===== src/rtl/mtimer_irq_ctrl_if.sv =====
// Data-memory bus slave port for the machine timer / interrupt front end.
//   bus_req   : access strobe, already address-decoded for this block
//   bus_we    : 1 = write, 0 = read
//   bus_addr  : byte address (only [4:2] decoded by the slave)
//   bus_wdata : full-word write data
//   bus_rdata : read data, valid while bus_ack = 1, zero otherwise
//   bus_ack   : one-cycle completion pulse, one cycle after the request edge
interface mtimer_irq_ctrl_if;
   localparam int unsigned ADDR_W = 32;
   localparam int unsigned DATA_W = 32;

   logic              bus_req;
   logic              bus_we;
   logic [ADDR_W-1:0] bus_addr;
   logic [DATA_W-1:0] bus_wdata;
   logic [DATA_W-1:0] bus_rdata;
   logic              bus_ack;

   modport master (
      output bus_req, bus_we, bus_addr, bus_wdata,
      input  bus_rdata, bus_ack
   );

   modport slave (
      input  bus_req, bus_we, bus_addr, bus_wdata,
      output bus_rdata, bus_ack
   );
endinterface


===== src/rtl/mtimer_irq_ctrl.sv =====
// Machine timer and external-interrupt front end (CLINT-lite).
// Holds a 64-bit mtime/mtimecmp pair with a prescaler, a synchronised external
// interrupt line with edge-detected W1C pending bit, and drives one registered
// level interrupt towards the CSR unit (mip[11]).
//   clk           : clock
//   reset         : synchronous, active-high reset
//   bus           : data-memory bus slave port (req/we/addr/wdata -> rdata/ack)
//   ext_irq_async : asynchronous external interrupt request
//   irq_out       : registered level interrupt to the CSR unit
module mtimer_irq_ctrl #(
   parameter int unsigned PRESC_W  = 8,
   parameter int unsigned SYNC_STG = 2
) (
   input  logic             clk,
   input  logic             reset,
   mtimer_irq_ctrl_if.slave bus,
   input  logic             ext_irq_async,
   output logic             irq_out
);

   localparam int unsigned TIME_W    = 64;
   localparam int unsigned DATA_W    = 32;
   localparam int unsigned PRESC_LSB = 8;

   localparam logic [2:0] REG_MTIME_LO = 3'd0;
   localparam logic [2:0] REG_MTIME_HI = 3'd1;
   localparam logic [2:0] REG_CMP_LO   = 3'd2;
   localparam logic [2:0] REG_CMP_HI   = 3'd3;
   localparam logic [2:0] REG_CTRL     = 3'd4;
   localparam logic [2:0] REG_STATUS   = 3'd5;

   logic [TIME_W-1:0]   mtime;
   logic [TIME_W-1:0]   mtimecmp;
   logic                ctrl_en;
   logic                ctrl_tie;
   logic                ctrl_eie;
   logic [PRESC_W-1:0]  ctrl_presc;
   logic [PRESC_W-1:0]  presc_cnt;
   logic                timer_pend;
   logic                ext_pend;
   logic [SYNC_STG-1:0] sync_q;
   logic                ext_prev;

   logic [2:0]          reg_sel;
   logic                wr_en;
   logic                wr_mtime_lo;
   logic                wr_mtime_hi;
   logic                time_tick;
   logic                ext_rise;
   logic                ext_clr;
   logic [DATA_W-1:0]   rd_data;
   logic                unused_addr_bits;

   assign reg_sel          = bus.bus_addr[4:2];
   assign unused_addr_bits = ^{bus.bus_addr[31:5], bus.bus_addr[1:0]};

   assign wr_en       = bus.bus_req & bus.bus_we;
   assign wr_mtime_lo = wr_en && (reg_sel == REG_MTIME_LO);
   assign wr_mtime_hi = wr_en && (reg_sel == REG_MTIME_HI);
   assign time_tick   = ctrl_en && (presc_cnt == ctrl_presc);
   assign ext_rise    = sync_q[SYNC_STG-1] & ~ext_prev;
   assign ext_clr     = wr_en && (reg_sel == REG_STATUS) && bus.bus_wdata[1];

   // Read mux over the pre-edge register values.
   always_comb begin
      rd_data = '0;
      case (reg_sel)
         REG_MTIME_LO: rd_data = mtime[31:0];
         REG_MTIME_HI: rd_data = mtime[63:32];
         REG_CMP_LO:   rd_data = mtimecmp[31:0];
         REG_CMP_HI:   rd_data = mtimecmp[63:32];
         REG_CTRL: begin
            rd_data[0]                   = ctrl_en;
            rd_data[1]                   = ctrl_tie;
            rd_data[2]                   = ctrl_eie;
            rd_data[PRESC_LSB +: PRESC_W] = ctrl_presc;
         end
         REG_STATUS: rd_data[1:0] = {ext_pend, timer_pend};
         default:    rd_data = '0;
      endcase
   end

   // Bus response: single-cycle ack, read data only during a read ack.
   always_ff @(posedge clk) begin
      if (reset) begin
         bus.bus_ack   <= 1'b0;
         bus.bus_rdata <= '0;
      end else begin
         bus.bus_ack   <= bus.bus_req;
         bus.bus_rdata <= (bus.bus_req && !bus.bus_we) ? rd_data : '0;
      end
   end

   // Control and compare registers.
   always_ff @(posedge clk) begin
      if (reset) begin
         ctrl_en    <= 1'b0;
         ctrl_tie   <= 1'b0;
         ctrl_eie   <= 1'b0;
         ctrl_presc <= '0;
         mtimecmp   <= '1;
      end else if (wr_en) begin
         case (reg_sel)
            REG_CMP_LO: mtimecmp[31:0]  <= bus.bus_wdata;
            REG_CMP_HI: mtimecmp[63:32] <= bus.bus_wdata;
            REG_CTRL: begin
               ctrl_en    <= bus.bus_wdata[0];
               ctrl_tie   <= bus.bus_wdata[1];
               ctrl_eie   <= bus.bus_wdata[2];
               ctrl_presc <= bus.bus_wdata[PRESC_LSB +: PRESC_W];
            end
            default: ;
         endcase
      end
   end

   // Prescaler and mtime; a software write to either half suppresses that cycle's tick.
   always_ff @(posedge clk) begin
      if (reset) begin
         presc_cnt <= '0;
         mtime     <= '0;
      end else begin
         if (ctrl_en)
            presc_cnt <= (presc_cnt == ctrl_presc) ? '0 : presc_cnt + PRESC_W'(1);
         if (wr_mtime_lo)
            mtime[31:0] <= bus.bus_wdata;
         else if (wr_mtime_hi)
            mtime[63:32] <= bus.bus_wdata;
         else if (time_tick)
            mtime <= mtime + TIME_W'(1);
      end
   end

   // Pending bits and the registered interrupt level; ext set beats W1C clear.
   always_ff @(posedge clk) begin
      if (reset) begin
         sync_q     <= '0;
         ext_prev   <= 1'b0;
         ext_pend   <= 1'b0;
         timer_pend <= 1'b0;
         irq_out    <= 1'b0;
      end else begin
         sync_q     <= {sync_q[SYNC_STG-2:0], ext_irq_async};
         ext_prev   <= sync_q[SYNC_STG-1];
         ext_pend   <= ext_rise | (ext_pend & ~ext_clr);
         timer_pend <= (mtime >= mtimecmp);
         irq_out    <= (timer_pend & ctrl_tie) | (ext_pend & ctrl_eie);
      end
   end

endmodule


===== src/flat_wrapper.sv =====
// flat-port wrapper written by rule: the top's interface ports become plain ports
module mtimer_irq_ctrl_flat 
#(
   parameter int unsigned PRESC_W  = 8,
   parameter int unsigned SYNC_STG = 2
)
  (clk, reset, ext_irq_async, irq_out, bus_bus_req, bus_bus_we, bus_bus_addr, bus_bus_wdata, bus_bus_rdata, bus_bus_ack);
  mtimer_irq_ctrl_if bus_i ();
  input  logic clk;
  input  logic reset;
  input  logic ext_irq_async;
  output logic irq_out;
  input wire logic [$bits(bus_i.bus_req)-1:0] bus_bus_req;
  input wire logic [$bits(bus_i.bus_we)-1:0] bus_bus_we;
  input wire logic [$bits(bus_i.bus_addr)-1:0] bus_bus_addr;
  input wire logic [$bits(bus_i.bus_wdata)-1:0] bus_bus_wdata;
  output wire logic [$bits(bus_i.bus_rdata)-1:0] bus_bus_rdata;
  output wire logic [$bits(bus_i.bus_ack)-1:0] bus_bus_ack;
  assign bus_i.bus_req = bus_bus_req;
  assign bus_i.bus_we = bus_bus_we;
  assign bus_i.bus_addr = bus_bus_addr;
  assign bus_i.bus_wdata = bus_bus_wdata;
  assign bus_bus_rdata = bus_i.bus_rdata;
  assign bus_bus_ack = bus_i.bus_ack;
  mtimer_irq_ctrl #(.PRESC_W(PRESC_W), .SYNC_STG(SYNC_STG)) u_core (.clk(clk), .reset(reset), .bus(bus_i), .ext_irq_async(ext_irq_async), .irq_out(irq_out));
endmodule

===== config.mk =====
export PLATFORM = sky130hd
export DESIGN_NAME = mtimer_irq_ctrl_flat
export DESIGN_NICKNAME = d
export VERILOG_FILES = /design/src/rtl/mtimer_irq_ctrl_if.sv /design/src/rtl/mtimer_irq_ctrl.sv /design/src/flat_wrapper.sv
export SDC_FILE = /design/constraint.sdc
export NUM_CORES = 1
export LEC_CHECK = 0
export BUFFER_PORTS_ARGS = -buffer_cell sky130_fd_sc_hd__buf_2
export CAP_MARGIN = 40
export CORE_UTILIZATION = 50
export DETAILED_ROUTE_END_ITERATION = 7
export PLACE_DENSITY = 0.69
export SLEW_MARGIN = 20
export SYNTH_ARGS = -nofsm -noshare
export SYNTH_HDL_FRONTEND = slang
export SYNTH_SLANG_ARGS = --single-unit
export TNS_END_PERCENT = 30

===== constraint.sdc =====
create_clock -name clk -period 3.1 [get_ports clk]
set_input_delay 0.155 -clock clk [delete_from_list [all_inputs] [get_ports clk]]
set_output_delay 0.155 -clock clk [all_outputs]
set_load 0.02 [all_outputs]

==> impl_results.md, run 1 <==
- Via/cell ratio: 6.23
- Worst Hold Class: input pin to flip-flop
- Mean routed wirelength per cell: 19.4 um
- Post-synth top area cell: dfxtp_1
- Synth area leaders: dfxtp_1 36%, ha_1 7.9%, a22oi_1 5.6%
- Crit start category: flip-flop
- Mapped Area: 0.0104 mm2
- Die area: 0.0214 mm2
- H-Tree Depth: 4
- Vias in the first global route: 9,273
- CP Data Arrival Time: 3.20 ns
- Post-route minimum period: 2.83 ns
- Number of remaining DRC errors: 0
- Clock skew: 0.0116 ns
- Sequential area share after synthesis: 0.358
- Max-Cap Viols: 0
- Final setup vio count: 0
- Root Driver: clkbuf_16
- Post-CTS Hold Buffers: 16
- Final Max Tran Viols: 0
- Io pins: 103
- Die Width: 146 um
- Clock sink total: 186
- Count leader, synth: dfxtp_1
- Pwr Density: 447 mW/mm2
- Post-synth EDFFs: 0
- Crit Path Category: flip-flop to flip-flop
- CP max-delay cell: or4_4
- Row count: 52
- Share of cells above drive strength 1: 0.122
- GPL Wtd Cong: 0.965
- Worst R2R Setup Slack: 0.27 ns
- Final WL: 31,600 um
- # port buffers: 73
- #FFs+latches synth: 186
- Via count: 10,100
- GRT Resource Usage Total: 0.296
- Fin Hold WS: 0.00424 ns
- Worst skew pair latency: 0.44 ns
- Setup TNS: 0 ns
- Synth warn: 0
- Fin nets: 1,477
- CP cell instances: nand4_1, or4_4, or4b_4, or4_1, or4_1, o211ai_2
- Fmax: 0.353 GHz
- Relative slew slack: 0.460
- Dpl hpwl: 22,600 um
- Reg clk slew, reported paths: 0.07 ns
- Post-DRT Antenna Nets: 0
- Post-Syn Instances: 1,279
- Die Span Y: 146 um
- Worst setup EP type: flip-flop
- Area share of the largest cell type after synthesis: 0.358
- Post-route clock period utilization: 0.914
- Largest net degree at the start of global routing: 61
- Async set-or-reset flop fraction in the synthesized netlist: 0
- Core box area: 0.0203 mm2
- Bufs on Longest Clock Path: 2
- First-pass GRT wire length: 50,000 um
- Max IR drop VDD: 0.000357 V
- WP data required: 3.47 ns
- CP Max Fanout: 6
- CTS resizes: 0
- Pleak: 4.98 nW
- Antenna Cells: 0
- Avg Inst Size Synth: 8.13 um2
- Postcts setup bufs: 0
- Endpoints failing hold: 0
- TritonCTS buffer count: 17
- Initial antenna violation count: 0
- Worst slew pin tran: 0.809 ns
- Synth top cells by count: 186 x dfxtp_1, 146 x nor2_1, 89 x a21oi_1, 80 x clkbuf_1, 79 x nand2_1
- Area Growth Syn to Fin: 14.7%
- CP peak stage delay: 0.57 ns
- 1st-pass router iterations: 6
- Status: complete, no violations
- RSZ-0062 raised after global routing: false
- Violation count after the first detailed-routing iteration: 1,006
- Grt total ovfl: 0
- Yosys cell types: 57
- Synth Flop Type: dfxtp_1
- Syn Nets: 1,414
- CTS tree: built
- Crit path top cell by count: or4_1
- Initial Util: 0.512
[stage by stage]
stage                     instance area [um2]  utilization  power, W  worst slack (ns)  instances
after CTS                               11900        0.588   0.00535             0.316       1625
after global placement                  11100        0.549   0.00297             0.358       1577
after floorplan                         10400            -   0.00281             0.496       1279
after global routing                    11900        0.588   0.00551             0.207       1625
final                                   11900        0.588   0.00533             0.267       1625
after detailed placement                11100        0.549   0.00297             0.331       1577
[per-layer routing]
metal  vias to the layer above  GRT usage  part of all wire
li1                       4820          -                 -
met1                      4850      0.391              0.44
met2                       393      0.487              0.47
met3                        68     0.0481             0.066
met4                         0      0.102             0.029
met5                         -          0                 0
[area by class of cell]
type | count | area, um2
Clock buffer | 18 | 429
Inverter | 75 | 282
Fill cell | 1876 | 8370
Multi-Input combinational cell | 930 | 6090
Tap cell | 270 | 338
Sequential cell | 186 | 3720
Timing Repair Buffer | 132 | 863
Clock inverter | 14 | 204
[flip-flops by register name, indices dropped and copies added, names as in the netlist]
signal                flops
u_core.bus.bus_ack        1
u_core.bus.bus_rdata     32
u_core.ctrl_eie           1
u_core.ctrl_en            1
u_core.ctrl_presc         8
u_core.ctrl_tie           1
u_core.ext_pend           1
u_core.ext_prev           1
u_core.irq_out            1
u_core.mtime             64
u_core.mtimecmp          64
u_core.presc_cnt          8
u_core.sync_q             2
u_core.timer_pend         1
[where the power goes]
group	internal, W	total, W	switching [W]
Combinational	0.000163	0.000434	0.000271
Sequential	0.00244	0.00251	0.0000682
Clock	0.00137	0.00239	0.00102
Total	0.00397	0.00533	0.00136
[final timing paths]
check | cells after the start | start | end
min reg2reg | 1 | u_core.sync_q[0] | u_core.sync_q[1]
max | 6 | u_core.mtime[13] | u_core.mtime[62]
max reg2reg | 6 | u_core.mtime[13] | u_core.mtime[62]
min | 2 | bus_bus_wdata[5] | u_core.mtimecmp[5]
[logic make-up (layout without fill, tap and decap cells)]
| group | count (synthesis) | after routing | synth area share |
|---|---|---|---|
| muxes | 7 | 7 | 0.00818 |
| buffers and inverters | 163 | 239 | 0.0589 |
| and+or+nand+nor | 442 | 442 | 0.213 |
| adders and majority gates | 66 | 66 | 0.0794 |
| DFF | 186 | 186 | 0.358 |
| xor gates and xnor gates | 43 | 43 | 0.0362 |
| AOI/OAI and AO/OA | 372 | 372 | 0.247 |
[cells in the final DEF, fill, tap and decap left out, types with 12 or more instances in the layout]
cell type,n
a22oi_1,77
dlygate4sd3_1,16
and2_1,18
clkbuf_16,17
buf_4,43
buf_2,72
nand3_1,37
ha_1,66
inv_1,75
and4_1,15
nor3_1,17
a31oi_1,16
a211oi_1,31
a21oi_1,89
xor2_1,28
nand2_1,79
xnor2_1,15
o21ai_0,38
or4_1,12
dfxtp_1,186
a211o_1,65
nand4_1,50
nor2_1,146
a21o_1,14
nor4_1,13
[worst max-delay path, delay by kind of cell (launching register included)]
kind	cells	cell delay, ns
simple gates	5	2.24
flops	1	0.45
compound gates	1	0.07
Power figures use the tool's default switching activity.
==> run 2, diff against run 1 <==
--- a/config.mk
+++ b/config.mk
@@ -9,7 +9,7 @@
 export CAP_MARGIN = 40
 export CORE_UTILIZATION = 50
 export DETAILED_ROUTE_END_ITERATION = 7
-export PLACE_DENSITY = 0.69
+export PLACE_DENSITY_LB_ADDON = 0.1
 export SLEW_MARGIN = 20
 export SYNTH_ARGS = -nofsm -noshare
 export SYNTH_HDL_FRONTEND = slang
==> run 2 against run 1 <==
  * Sequential share of layout area increased by 0.059 points
  * First-iteration DRC count is 4.3% lower
  * Final area down 0.19%
  * Critical path depth unchanged
  * Critical endpoint unchanged
==> impl_results.md, run 2 (synthesis results as in run 1) <==
- Status: complete, no violations
- CP max-delay cell: or4_4
- Pleak: 4.97 nW
- CP peak stage delay: 0.56 ns
- CP Data Arrival Time: 3.16 ns
- Via count: 9,939
- Vias in the first global route: 9,296
- Initial antenna violation count: 0
- Core box area: 0.0203 mm2
- Internal cell power: 0.00375 W
- Initial Util: 0.512
- Top Family by Delay on Critical Path: simple AND/OR/NAND/NOR gates
- Via/cell ratio: 6.12
- WP data required: 3.47 ns
- CP cell instances: nand4_1, or4_4, or4b_4, or4_1, or4_1, o211ai_2
- Io pins: 103
- Clock skew: 0.0150 ns
- Fmax: 0.359 GHz
- Max-Cap Viols: 0
- GRT Resource Usage Total: 0.305
- # port buffers: 73
- Final setup vio count: 0
- CTS resizes: 0
- GPL Wtd Cong: 0.933
- Clock sink total: 186
- Post-DRT Antenna Nets: 0
- Worst setup EP type: flip-flop
- WP buf/inv: 0
- Fin Hold WS: 0.00526 ns
- Largest net degree at the start of global routing: 65
- CTS tree: built
- Setup TNS: 0 ns
- Endpoints failing hold: 0
- Filler cell count: 1,897
- Worst slew pin tran: 0.772 ns
- TritonCTS buffer count: 17
- Sw power: 0.00141 W
- Number of remaining DRC errors: 0
- Crit Path Category: flip-flop to flip-flop
- Fin nets: 1,476
- Mean routed wirelength per cell: 19.8 um
- Pwr Density: 433 mW/mm2
- Most common cell after layout, fill and taps aside: dfxtp_1
- RSZ-0062 raised after global routing: false
- Row count: 52
- Total power: 0.00516 W
- Dpl hpwl: 23,000 um
- Die Span Y: 146 um
- Crit path top cell by count: or4_1
- 1st-pass router iterations: 5
- Die area: 0.0214 mm2
- Area Growth Syn to Fin: 14.5%
- Antenna Cells: 0
- Postcts setup bufs: 0
- Violation count after the first detailed-routing iteration: 963
- Max IR drop VDD: 0.000348 V
- Power share of the clock group: 0.428
- Worst Hold Class: input pin to flip-flop
- Grt total ovfl: 0
- Final Max Tran Viols: 0
- Sequential power share: 0.487
- Top flop regs: u_core.mtime: 64 flops, u_core.mtimecmp: 64 flops, u_core.bus.bus_rdata: 32 flops
- Comb power frac: 0.085
- Commonest non-fill, non-tap cells in the layout: 186 x dfxtp_1, 146 x nor2_1, 89 x a21oi_1
- Post-route minimum period: 2.78 ns
- Bufs on Longest Clock Path: 2
- Share of cells above drive strength 1: 0.120
- Crit start category: flip-flop
- Post-route clock period utilization: 0.897
- Die Width: 146 um
- CP Max Fanout: 6
- Final WL: 32,200 um
- Root Driver: clkbuf_16
- H-Tree Depth: 4
- Reg clk slew, reported paths: 0.07 ns
- Sw frac: 0.273
- First-pass GRT wire length: 51,200 um
- Worst skew pair latency: 0.45 ns
- Relative slew slack: 0.481
run 2: timing repair:
item | 4_1_cts | 5_1_grt
setup endpoints to repair | 0 | 0
endpoints found under the hold margin | 31 | 0
hold buffers | 18 | 0
run 2: layout make-up:
type                       instances  area, um2  share of cell area
inverter                          75        282              0.0236
timing repair buffer             131        886              0.0744
clock inverter                    15        163              0.0137
clock buffer                      17        425              0.0357
sequential                       186       3720               0.313
tap                              270        338              0.0284
multi-input combinational        930       6090               0.512
run 2: per-layer routing:
layer,vias up,part of all wire,GRT usage
li1,4813,-,-
met1,4708,0.44,0.400
met2,338,0.46,0.484
met3,80,0.059,0.0506
met4,0,0.044,0.156
met5,-,0,0
run 2: path summary, 6_finish.rpt:
kind / from / to / slack (ns) / cells past startpoint
worst max-delay path: u_core.mtime[12] / u_core.mtime[62] / 0.32 / 6
worst min-delay path: bus_bus_wdata[24] / u_core.mtimecmp[56] / 0.005 / 2
worst max register to register: u_core.mtime[12] / u_core.mtime[62] / 0.32 / 6
worst min register to register: u_core.sync_q[0] / u_core.sync_q[1] / 0.44 / 1
run 2: through the flow:
stage | setup slack [ns] | instance area [um2] | std cells | util
after floorplan | 0.496 | 10400 | 1279 | -
after global placement | 0.373 | 11100 | 1574 | 0.549
after detailed placement | 0.356 | 11100 | 1574 | 0.549
after CTS | 0.335 | 11900 | 1624 | 0.587
after global routing | 0.233 | 11900 | 1624 | 0.587
final | 0.318 | 11900 | 1624 | 0.587
run 2: power groups by stage:
stage	logic (W)	clock network, W	registers (W)
final	0.000436	0.00221	0.00251
after floorplan	0.000258	0	0.00255
after detailed placement	0.000415	0	0.00257
after CTS	0.000435	0.00223	0.00251
after global placement	0.000410	0	0.00256
after global routing	0.000479	0.00234	0.00252
